==> config.mk <==
export PLATFORM = sky130hd
export DESIGN_NAME = buff_inject
export DESIGN_NICKNAME = d
export VERILOG_FILES = /design/src/rtl/buff_inject.sv
export SDC_FILE = /design/constraint.sdc
export NUM_CORES = 1
export LEC_CHECK = 0
export ABC_AREA = 1
export CORE_MARGIN = 5
export CORE_UTILIZATION = 46
export CTS_CLUSTER_DIAMETER = 100
export CTS_CLUSTER_SIZE = 24
export DETAILED_ROUTE_END_ITERATION = 8
export PLACE_DENSITY_LB_ADDON = 0.25
export SLEW_MARGIN = 20
export SYNTH_ARGS = -nofsm -noshare
export SYNTH_HDL_FRONTEND = slang
export SYNTH_SLANG_ARGS = --single-unit
==> constraint.sdc <==
create_clock -name clk -period 2.45 [get_ports clk]
set_input_delay 0.3675 -clock clk [delete_from_list [all_inputs] [get_ports clk]]
set_output_delay 0.3675 -clock clk [all_outputs]
set_load 0.02 [all_outputs]
==> src/rtl/buff_inject.sv <==
// rtl/buff_inject.sv - MinBD side-buffer reinjection, PE injection and starvation redirect stage
module buff_inject #(
  parameter int DEPTH      = 4,
  parameter int STARVE_LIM = 8,
  parameter int CW         = 3
) (
  input  logic          clk,
  input  logic          rst,
  input  logic [10:0]   ead,
  input  logic [10:0]   wad,
  input  logic [10:0]   nad,
  input  logic [10:0]   sad,
  input  logic [10:0]   sbuff,
  input  logic [10:0]   inj_flit,
  input  logic          inj_valid,
  output logic          inj_ready,
  output logic [10:0]   e_out,
  output logic [10:0]   w_out,
  output logic [10:0]   n_out,
  output logic [10:0]   s_out,
  output logic          buf_full,
  output logic [CW-1:0] buf_count,
  output logic          redirect,
  output logic          ovf_err
);
  localparam int AW = $clog2(DEPTH);
  localparam int SW = $clog2(STARVE_LIM + 1);

  logic [10:0]       mem_q [DEPTH];
  logic [AW-1:0]     rd_q, rd_d, wr_q, wr_d;
  logic [CW-1:0]     cnt_q, cnt_d;
  logic [SW-1:0]     starve_q, starve_d;
  logic [3:0][10:0]  slot, out_q, out_d;
  logic              full_q, full_d, red_q, red_d, ovf_q, ovf_d;

  logic [1:0]  pop_idx, inj_idx, red_idx;
  logic        any_free, inj_avail, red_found;
  logic        has_buf, is_full, pop, do_red, push_ok, wr_en;
  logic [10:0] head, wr_data;

  always_comb begin
    slot      = {sad, nad, wad, ead};
    out_d     = '0;
    pop_idx   = '0;
    inj_idx   = '0;
    red_idx   = '0;
    any_free  = 1'b0;
    inj_avail = 1'b0;
    red_found = 1'b0;
    has_buf   = (cnt_q != '0);
    is_full   = (cnt_q == CW'(DEPTH));
    head      = mem_q[rd_q];

    // Descending scans so the lowest matching index wins.
    for (int i = 3; i >= 0; i--) begin
      if (slot[i][10]) begin
        out_d[i] = slot[i];
        if (!slot[i][9]) begin
          red_found = 1'b1;
          red_idx   = 2'(i);
        end
      end else begin
        any_free = 1'b1;
        pop_idx  = 2'(i);
      end
    end

    pop = has_buf && any_free;

    for (int i = 3; i >= 0; i--) begin
      if (!slot[i][10] && !(pop && (2'(i) == pop_idx))) begin
        inj_avail = 1'b1;
        inj_idx   = 2'(i);
      end
    end

    inj_ready = inj_avail && !rst;
    do_red    = (starve_q == SW'(STARVE_LIM)) && !pop && has_buf && !sbuff[10] && red_found;

    if (pop) out_d[pop_idx] = head;
    if (inj_valid && inj_ready) out_d[inj_idx] = inj_flit;
    if (do_red) out_d[red_idx] = head;

    // A full FIFO still accepts a push when the head leaves this cycle.
    push_ok = sbuff[10] && (!is_full || pop);
    wr_en   = push_ok || do_red;
    wr_data = do_red ? slot[red_idx] : sbuff;

    rd_d   = rd_q + AW'(pop || do_red);
    wr_d   = wr_q + AW'(wr_en);
    cnt_d  = cnt_q + CW'(push_ok) - CW'(pop);
    full_d = (cnt_d == CW'(DEPTH));
    red_d  = do_red;
    ovf_d  = ovf_q || (sbuff[10] && is_full && !pop);

    if (pop || !has_buf || do_red) starve_d = '0;
    else if (starve_q == SW'(STARVE_LIM)) starve_d = starve_q;
    else starve_d = starve_q + SW'(1);
  end

  always_ff @(posedge clk or posedge rst) begin
    if (rst) begin
      out_q    <= '0;
      rd_q     <= '0;
      wr_q     <= '0;
      cnt_q    <= '0;
      starve_q <= '0;
      full_q   <= 1'b0;
      red_q    <= 1'b0;
      ovf_q    <= 1'b0;
    end else begin
      out_q    <= out_d;
      rd_q     <= rd_d;
      wr_q     <= wr_d;
      cnt_q    <= cnt_d;
      starve_q <= starve_d;
      full_q   <= full_d;
      red_q    <= red_d;
      ovf_q    <= ovf_d;
    end
  end

  always_ff @(posedge clk) begin
    if (!rst && wr_en) mem_q[wr_q] <= wr_data;
  end

  assign e_out     = out_q[0];
  assign w_out     = out_q[1];
  assign n_out     = out_q[2];
  assign s_out     = out_q[3];
  assign buf_full  = full_q;
  assign buf_count = cnt_q;
  assign redirect  = red_q;
  assign ovf_err   = ovf_q;
endmodule

Word-level counts from Yosys, hierarchy flattened --
Memory sizes are Yosys's and may differ from the RTL's. Index checks and enable logic that the tools add are counted.
Storage, ports and cells: register bits 58, RAM bits 44, input port bits 69, output and inout bits 51, logic and storage cells 128, memories kept 1
Cells by class: $add $sub $neg 5, $lt $le $gt $ge 6, eq/ne operators 7, mux-type cells 55, reduce and logical (&&, ||, !) cells 43
Memory list:
- mem_q | words 4, bits a word 11, rd ports 1, clocked after Yosys merged registers in 0, write ports 1, RTL line 29 | logic [10:0] mem_q [DEPTH];
Operators by type and width (count):
- $bwmux W44 | 3
- $mux W44 | 3
- $mux W11 | 9
- $demux W11 S2 | 3
- $mux W2 | 16
- $bmux W11 S2 | 1
- $logic_and A1 B1 Y1 | 22
- $mux W1 | 18
- $logic_not A1 Y1 | 13
- $lt A2 B3 Y1 const B | 3
- $mux W4 | 2
- $eq A3 B3 Y1 const B | 2
- $ge A2 B1 Y1 const B | 3
- $logic_or A1 B1 Y1 | 6
- $add A2 B1 Y2 | 2
- $add A4 B1 Y4 const B | 1
- $eq A2 B2 Y1 const A | 2
- $eq A4 B4 Y1 const B | 1
- $add A3 B1 Y3 | 1
- $reduce_bool A3 Y1 | 1
- $sub A3 B1 Y3 | 1
- $eq A1 B2 Y1 const A | 1
- $logic_not A2 Y1 | 1
- $ne A2 B2 Y1 const B | 1

Logic depth before layout (Yosys ltp) --
Gate-level depths: netlist (run 1).
word-level depth 20, depth in mapped cells 14, depth with buffers taken out 13

Worst setup path before layout (run 1) --
Ideal clock, no wire load.
path type input to register, start in rst, end mem mem_q[0][0] (enable), library setup time 0.393 ns, arrival time 2.793 ns, data required time 2.057 ns, slack -0.736 ns, cell stages on the path 3, path buffers 0, cells stage by stage inv_1 > nand2_1 > nor3_1
Between the ends: word-level cells in the longest chain between the ends 4
RTL lines:
- start, declared | RTL line 8 | input logic rst,
- $logic_not A1 Y1 | RTL line 124 | if (!rst && wr_en) mem_q[wr_q] <= wr_data;
- $logic_and A1 B1 Y1 | RTL line 124
- $mux W1 | RTL line 124
- $mux W1 (not written as such) | RTL line 124
- end, declared | RTL line 29
Every way passes these cells.

Worst setup path after layout (run 1) --
start in ead[10], end out inj_ready
Between the ends: word-level cells in the longest chain between the ends 10, elaborated cells on any way between the ends 25, those cells by class eq/ne (3); mux (6); reduce/logical (16)
RTL lines:
- start, declared | RTL line 9 | input logic [10:0] ead,
- $mux W2 / $mux W1 (equally long branches) | RTL line 56 | if (slot[i][10]) begin
- $eq A2 B2 Y1 / $logic_and A1 B1 Y1 (equally long branches) | RTL line 71, 68
- $logic_and A1 B1 Y1 | RTL line 71 | if (!slot[i][10] && !(pop && (2'(i) == pop_idx))) begin
- $logic_not A1 Y1 | RTL line 71
- $logic_and A1 B1 Y1 | RTL line 71
- $mux W1 (3 in a row) | RTL line 71
- $mux W1 (*) | RTL line 71
- $logic_and A1 B1 Y1 (*) | RTL line 77 | inj_ready = inj_avail && !rst;
- end, declared | RTL line 16 | output logic inj_ready,
Every way passes the cells marked *; elsewhere a longest branch is shown, timed or not.

==> impl_results.md, run 1 <==
* Outcome: complete, no violations
* Clock Tree Root: clkbuf_16
* VDD IR max at ~550 uV
* Placed Area at around 0.0072 mm2
* Clk_skew at between 0.006 and 0.007 ns
* CP Launch Type: input pin
* Drt drc at 0
* Cell row count at 39
* Final critical-path required period at between 2 and 2.5 ns
* Finished Cell Area at 0.007597 mm2
* Initial antenna violation count at 0
* Die Span X at 118.4 um
* Pwr/cell area at 842.1 mW/mm2
* Crit. End Element: primary output
* Post-Synthesis Cells at between 600 and 700
* Diode count at 0
* HP Class: reg2reg
* Peak Freq at approximately 420 MHz
* Syn_area_per_cell at 8.130 um2
* Total of max-cap violations at 0
* First-pass DRT Iterations at 5
* Post-synthesis instance area at approximately 0.0054 mm2
* Ys Warns at 0
* Die Ht at roughly 120 um
* Core area at between 0.01 and 0.015 mm2
* Slew Viols, Final at 0
* Crit share post-route at around 96%
* Relative slew margins at 50.80%
* Routability congestion estimate at slightly above 0.9
* Layout cell share with drive strength beyond 1 at 13.21%
* Initial DRC count at approximately 480
* WS Path Type: in2out
* Register area share after synthesis at 51.28%
* Final nets at 918
* Endpoints failing hold at 0
* Syn_nets at between 700 and 800
* GRT overflow at 0
* Hold WS at 0.5034 ns
* Finished Core Util at around two thirds
* # IOs at 120
* TritonCTS clock tree: built
* CTS H-tree depth at 3
* Avg Vias per Cell at roughly 5.5
* Filler instances at 934
* Port Buffers at 119
* CTS buffer count at 9
* GRT Util Overall at 25.08%
* Number of global-route vias before repair at roughly 5,500
* Global-route wire length before repair at approximately 28 mm
* Crit path max fanout at 8
* Count of final setup violators at 0
* Post-Route WL at 17.61 mm
* Post-DR wirelength/cell at between 15 and 20 um
* Slew @ Worst Pin at around 0.74 ns
* Starting density of the core at a little under half
* Library cells used by synthesis at 34
* Vias at ~5,400
* P_leak at 3.460 nW
* Die area at around 0.014 mm2
* # clock sinks at approximately 100
* Clk buf depth at 2
* Clock transition at path regs at around 0.070 ns
* Antenna-violating nets left at 0
* Setup_tns at 0 ns
* Worst-skew pair later-pin latency at roughly 0.34 ns
* Post-DP HPWL at around 14 mm
* CP arrival at roughly 2.0 ns
* Area Growth Syn to Fin at 40.52%
* Worst path required time at between 2 and 2.5 ns
* Seq cells post-synth at slightly above 100
* Largest net degree at the start of global routing at between 40 and 50
-- cell families (layout without fill, tap and decap cells) --
kind of cell             after synthesis  after routing  synth area share (%)
adder cells (fa/ha/maj)                6              6                 1.527
flip-flops                           102            102                 51.28
AO/OA/AOI/OAI                        116            116                 12.40
buffers and inverters                 91            274                 6.850
XOR/XNOR                               6              6                0.9720
AND/OR/NAND/NOR                      344            344                 26.96
-- flip-flops by register name, summed over array words and instances (netlist names) --
register / cells
buf_full: 1
w_out: 11
redirect: 1
ovf_err: 1
s_out: 11
wr_q: 2
n_out: 11
e_out: 11
starve_q: 4
buf_count: 3
mem_q: 44
rd_q: 2
-- critical path, cell delays in order --
cell,delay [ns]
clkdlybuf4s50_1,0.49
buf_4,0.18
nand2_1,0.08
inv_1,0.05
nand2_1,0.08
a21oi_2,0.18
nand3_1,0.13
nand2_1,0.08
inv_1,0.05
dlygate4sd2_1,0.31
-- layout by cell type, fill, tap and decap left out, types with 6 or more instances in the layout --
cell type / instances
a21oi_1: 24
a22oi_1: 12
a31oi_1: 16
buf_4: 70
clkbuf_16: 9
clkdlybuf4s50_1: 117
dfrtp_1: 58
edfxtp_1: 44
inv_1: 63
nand2_1: 200
nand3_1: 51
nor2_1: 60
nor3_1: 6
o21ai_0: 41
o21ai_1: 6
o22ai_1: 11
-- report_power, final --
| group | total [mW] | switching [mW] | internal [mW] |
|---|---|---|---|
| logic | 2.61 | 1.61 | 1.00 |
| clock network | 1.54 | 0.637 | 0.901 |
| registers | 2.25 | 0.144 | 2.10 |
| total | 6.40 | 2.39 | 4.01 |
-- synthesized netlist by cell type (all sizes together) --
cell	n	area [um2]
o22ai	11	68.82
a31oi	16	100.1
a21oi	26	141.4
fa	1	20.02
or2	1	6.260
o211ai	2	20.02
xnor2	2	17.52
nand4	5	31.28
nor3b	1	7.510
nand3	54	285.3
dfrtp	58	1451
edfxtp	44	1321
nor2	68	287.8
o21ai	47	235.2
a22oi	12	90.09
nand2	206	783.3
buf	14	81.33
nor3	9	56.31
o21bai	2	15.01
inv	65	244.0
ha	5	62.56
clkbuf	12	45.04
xor2	4	35.03
-- layout make-up --
type,instances,area [um2],area share (%)
Sequential cell,102,2773,36.50
Multi-Input combinational cell,472,2295,30.20
Timing Repair Buffer,193,1789,23.55
Inverter,65,247.7,3.261
Clock buffer,11,232.7,3.063
Tap cell,143,178.9,2.355
Clock inverter,5,81.33,1.070
-- metrics by stage --
step	cells	setup WS, ns	power, mW
floorplan	665	-0.1439	3.696
finish	991	0.08643	6.398
global route	991	-0.07130	6.771
CTS	991	0.06846	6.395
detailed placement	975	-0.2595	4.854
global placement	975	-0.1516	4.788
-- per-layer routing --
| layer | GRT usage [%] | wire length, um | share of wire [%] |
|---|---|---|---|
| met1 | 32.78 | 7197 | 41 |
| met2 | 41.77 | 8712 | 49 |
| met3 | 4.585 | 1176 | 6.7 |
| met4 | 9.355 | 519 | 2.9 |
| met5 | 0 | 0 | 0 |
-- repair_timing --
| action | 4_1_cts | 5_1_grt |
|---|---|---|
| buffers inserted | 0 | 0 |
| gates resized for setup | 1 | 11 |
| hold buffers | 0 | 0 |
| gates cloned | 0 | 0 |
| setup endpoints to repair | 1 | 18 |
-- final timing paths --
check,slack (ns),depth (start not counted),startpoint,to
hold / removal,0.50,1,ovf_err,ovf_err
hold reg to reg,0.50,1,ovf_err,ovf_err
max in group asynchronous,1.44,3,rst,w_out[1]
min in group asynchronous,0.55,3,rst,starve_q[0]
setup reg to reg,0.18,11,buf_count[1],buf_full
setup / recovery,0.09,10,ead[10],inj_ready
Power figures use the tool's default switching activity.
==> inputs of run 2 (changes only) <==
--- a/config.mk
+++ b/config.mk
@@ -7,7 +7,7 @@
 export LEC_CHECK = 0
 export ABC_AREA = 1
 export CORE_MARGIN = 5
-export CORE_UTILIZATION = 46
+export CORE_UTILIZATION = 30
 export CTS_CLUSTER_DIAMETER = 100
 export CTS_CLUSTER_SIZE = 24
 export DETAILED_ROUTE_END_ITERATION = 8
==> run 2 against run 1 <==
Net effect: register-to-register slack is essentially flat; sequential cell count is the same; worst hold slack lost 0.0019 ns; highest routed layer unchanged; largest cell class unchanged; non-clock buffer count grew 9; global-route usage shrank 8.2 points; combinational power grew 2%; largest power group unchanged.
==> impl_results.md, run 2 (same netlist as run 1, synthesis figures left out) <==
* Slew Viols, Final at 0 (unchanged)
* Cell row count at 49 (was 39)
* Combinational power share at 41.7% (was 40.8%)
* Crit. End Element: register (was primary output)
* # clock sinks at 102 (unchanged)
* Number of global-route vias before repair at 5,142 (was 5,514)
* Top cell family by delay on the critical path: simple AND/OR/NAND/NOR gates (was buffers and inverters)
* Finished Layout Cells at 1,086 (was 991)
* Finished Cell Area at 0.007828 mm2 (was 0.007597 mm2)
* GRT Util Overall at 16.92% (was 25.08%)
* Drt drc at 0 (unchanged)
* Dpl cells at 1,067 (was 975)
* Worst path required time at 2.67 ns (was 2.08 ns)
* RSZ-0062 raised after global routing: true
* Largest net degree at the start of global routing at 59 (was 41)
* Clock Tree Root: clkbuf_16 (unchanged)
* Die area at 0.02081 mm2 (was 0.01402 mm2)
* Internal power at 3.976 mW (was 4.009 mW)
* Clk pwr share at 23.1% (was 24.0%)
* Post-Route WL at 17.59 mm (was 17.61 mm)
* Worst reg2reg path depth at 14 (was 11)
* Max reg flops at 44 (unchanged)
* HP Class: reg2reg (unchanged)
* First-pass DRT Iterations at 5 (unchanged)
* TritonCTS clock tree: built (unchanged)
* Post-CTS Hold Buffers at 0 (unchanged)
* Routability congestion estimate at 0.9006 (was 0.9211)
* Most frequent cells in the layout: nand2_1 (200), clkdlybuf4s50_1 (117), buf_4 (76) (was nand2_1 (200), clkdlybuf4s50_1 (117), buf_4 (70))
* Crit share post-route at 93.68% (was 96.47%)
* Switching pwr at 2.412 mW (was 2.389 mW)
* Initial antenna violation count at 0 (unchanged)
* Slew @ Worst Pin at 0.7445 ns (was 0.7353 ns)
* Die Ht at 144.2 um (was 118.4 um)
* Outcome: complete, no violations (unchanged)
* Initial DRC count at 438 (was 484)
* Final nets at 927 (was 918)
* Relative slew margins at 50.37% (was 50.80%)
* Switching Fraction at 37.76% (was 37.33%)
* Core area at 0.01784 mm2 (was 0.01147 mm2)
* Crit path buf inv count at 4 (was 5)
* Diode count at 0 (unchanged)
* Final critical-path required period at 2.295 ns (was 2.364 ns)
* GRT overflow at 0 (unchanged)
* Count of final setup violators at 0 (unchanged)
* Placed Area at 0.007450 mm2 (was 0.007247 mm2)
* Post-DP HPWL at 13.75 mm (was 13.78 mm)
* Hold WS at 0.5016 ns (was 0.5034 ns)
* Avg Vias per Cell at 4.843 (was 5.466)
* Pwr/cell area at 816.2 mW/mm2 (was 842.1 mW/mm2)
* Biggest register: mem_q (unchanged)
* Commonest non-fill, non-tap cell in the layout: nand2_1 (unchanged)
* CP Launch Type: input pin (unchanged)
* Crit path largest cell delay at 0.56 ns (was 0.49 ns)
* Slowest cell on crit path: clkdlybuf4s50_1 (unchanged)
* P_leak at 3.510 nW (was 3.460 nW)
* Cell mode on critical path: nand2_2 (was nand2_1)
* Clk_skew at 0.009428 ns (was 0.006684 ns)
* Endpoints failing hold at 0 (unchanged)
* Worst-path cell chain: clkdlybuf4s50_1 -> inv_2 -> or2_1 -> nand3_1 -> nand2_2 -> a21oi_4 -> nor2_4 -> nand2_2 -> buf_12 -> nor2_2 -> nor2_1 -> buf_4 -> o21ai_0 (was clkdlybuf4s50_1 -> buf_4 -> nand2_1 -> inv_1 -> nand2_1 -> a21oi_2 -> nand3_1 -> nand2_1 -> inv_1 -> dlygate4sd2_1)
* CTS H-tree depth at 3 (unchanged)
* Reg power frac at 35.1% (about the same)
* Post-DR wirelength/cell at 16.20 um (was 17.77 um)
* Starting density of the core at 30.30% (was 47.15%)
* Worst setup path start: wad[10] (was ead[10])
* Worst-skew pair later-pin latency at 0.36 ns (was 0.34 ns)
* Clk buf depth at 2 (unchanged)
* VDD IR max at 521.0 uV (was 548.8 uV)
* RR Endpoint: w_out[4] (was buf_full)
* WS Path Type: in2reg (was in2out)
* Clock transition at path regs at 0.07 ns (about the same)
* Pre-CTS WS at -0.2609 ns (was -0.2595 ns)
* Post-route setup slack at 0.1549 ns (was 0.08643 ns)
* # IOs at 120 (unchanged)
* Global-route wire length before repair at 26.97 mm (was 28.31 mm)
* Worst reg-to-reg setup slack at 0.18 ns (about the same)
* Worst setup endpoint: w_out[9] (was inj_ready)
* Peak Freq at 435.7 MHz (was 423.1 MHz)
* Total of max-cap violations at 0 (unchanged)
* Antenna-violating nets left at 0 (unchanged)
* Vias at 5,260 (was 5,417)
* CP arrival at 2.51 ns (was 2.00 ns)
* CTS buffer count at 9 (unchanged)
* Port Buffers at 119 (unchanged)
* Worst r2r src: buf_count[0] (was buf_count[1])
* Number of cells on the critical path at 13 (was 10)
* Design Power at 6.389 mW (was 6.398 mW)
* Crit path max fanout at 6 (was 8)
* Layout cell share with drive strength beyond 1 at 15.05% (was 13.21%)
* Die Span X at 144.2 um (was 118.4 um)
* Area Growth Syn to Fin at 44.78% (was 40.52%)
-- run 2: cell count changes in the layout (fill, tap and decap cells not counted), moves of 2 or more --
| cell | change |
|---|---|
| buf_12 | +4 |
| buf_4 | +6 |
| clkbuf_1 | -2 |
| inv_8 | +2 |
| nor2_1 | -4 |
| nor2_2 | +4 |
| nor3_1 | +2 |
| nor3_2 | -2 |
-- run 2: how the worst min path moves through the flow --
stage                         endpoint  slack [ns]     from  cells past startpoint
final                          ovf_err        0.50  ovf_err                      1
after global routing           ovf_err        0.53  ovf_err                      1
after CTS                      ovf_err        0.51  ovf_err                      1
after detailed placement       ovf_err        0.48  ovf_err                      1
after global placement         ovf_err        0.49  ovf_err                      1
after floorplan           buf_count[0]        0.48      rst                      1
-- run 2: cell type report --
cell class | instances | area, um2
clock inverter | 7 | 81.33
sequential | 102 | 2773
fill | 1748 | 10010
multi-input combinational | 472 | 2315
inverter | 65 | 247.7
tap | 229 | 286.5
clock buffer | 9 | 225.2
timing repair buffer | 202 | 1899
-- run 2: power groups by stage --
stage	sequential (mW)	clock, mW	combinational, mW
global placement	2.28	0	2.60
finish	2.24	1.48	2.67
detailed placement	2.27	0	2.62
global route	2.28	1.59	2.94
CTS	2.24	1.52	2.63
floorplan	2.50	0	1.19
-- run 2: repair_timing --
item                       CTS  global route
hold endpoints to repair     0             0
gates resized for setup      1            17
setup buffers                0             3
setup endpoints to repair    1            47
pin swaps                    0             3
-- run 2: per-stage QoR --
stage	setup TNS [ns]	util (%)
after global placement	-14.34	41.76
after CTS	0	43.47
after global routing	-0.02613	43.87
after detailed placement	-18.06	41.76
after floorplan	-6.332	-
final	0	43.87
-- run 2: layer usage --
layer | vias to the layer above | global-route usage [%] | share of wire [%]
met3 | 21 | 4.101 | 8.5
met1 | 2458 | 23.12 | 44
met5 | - | 0 | 0
li1 | 2576 | - | -
met4 | 0 | 3.976 | 1.5
met2 | 205 | 27.32 | 46
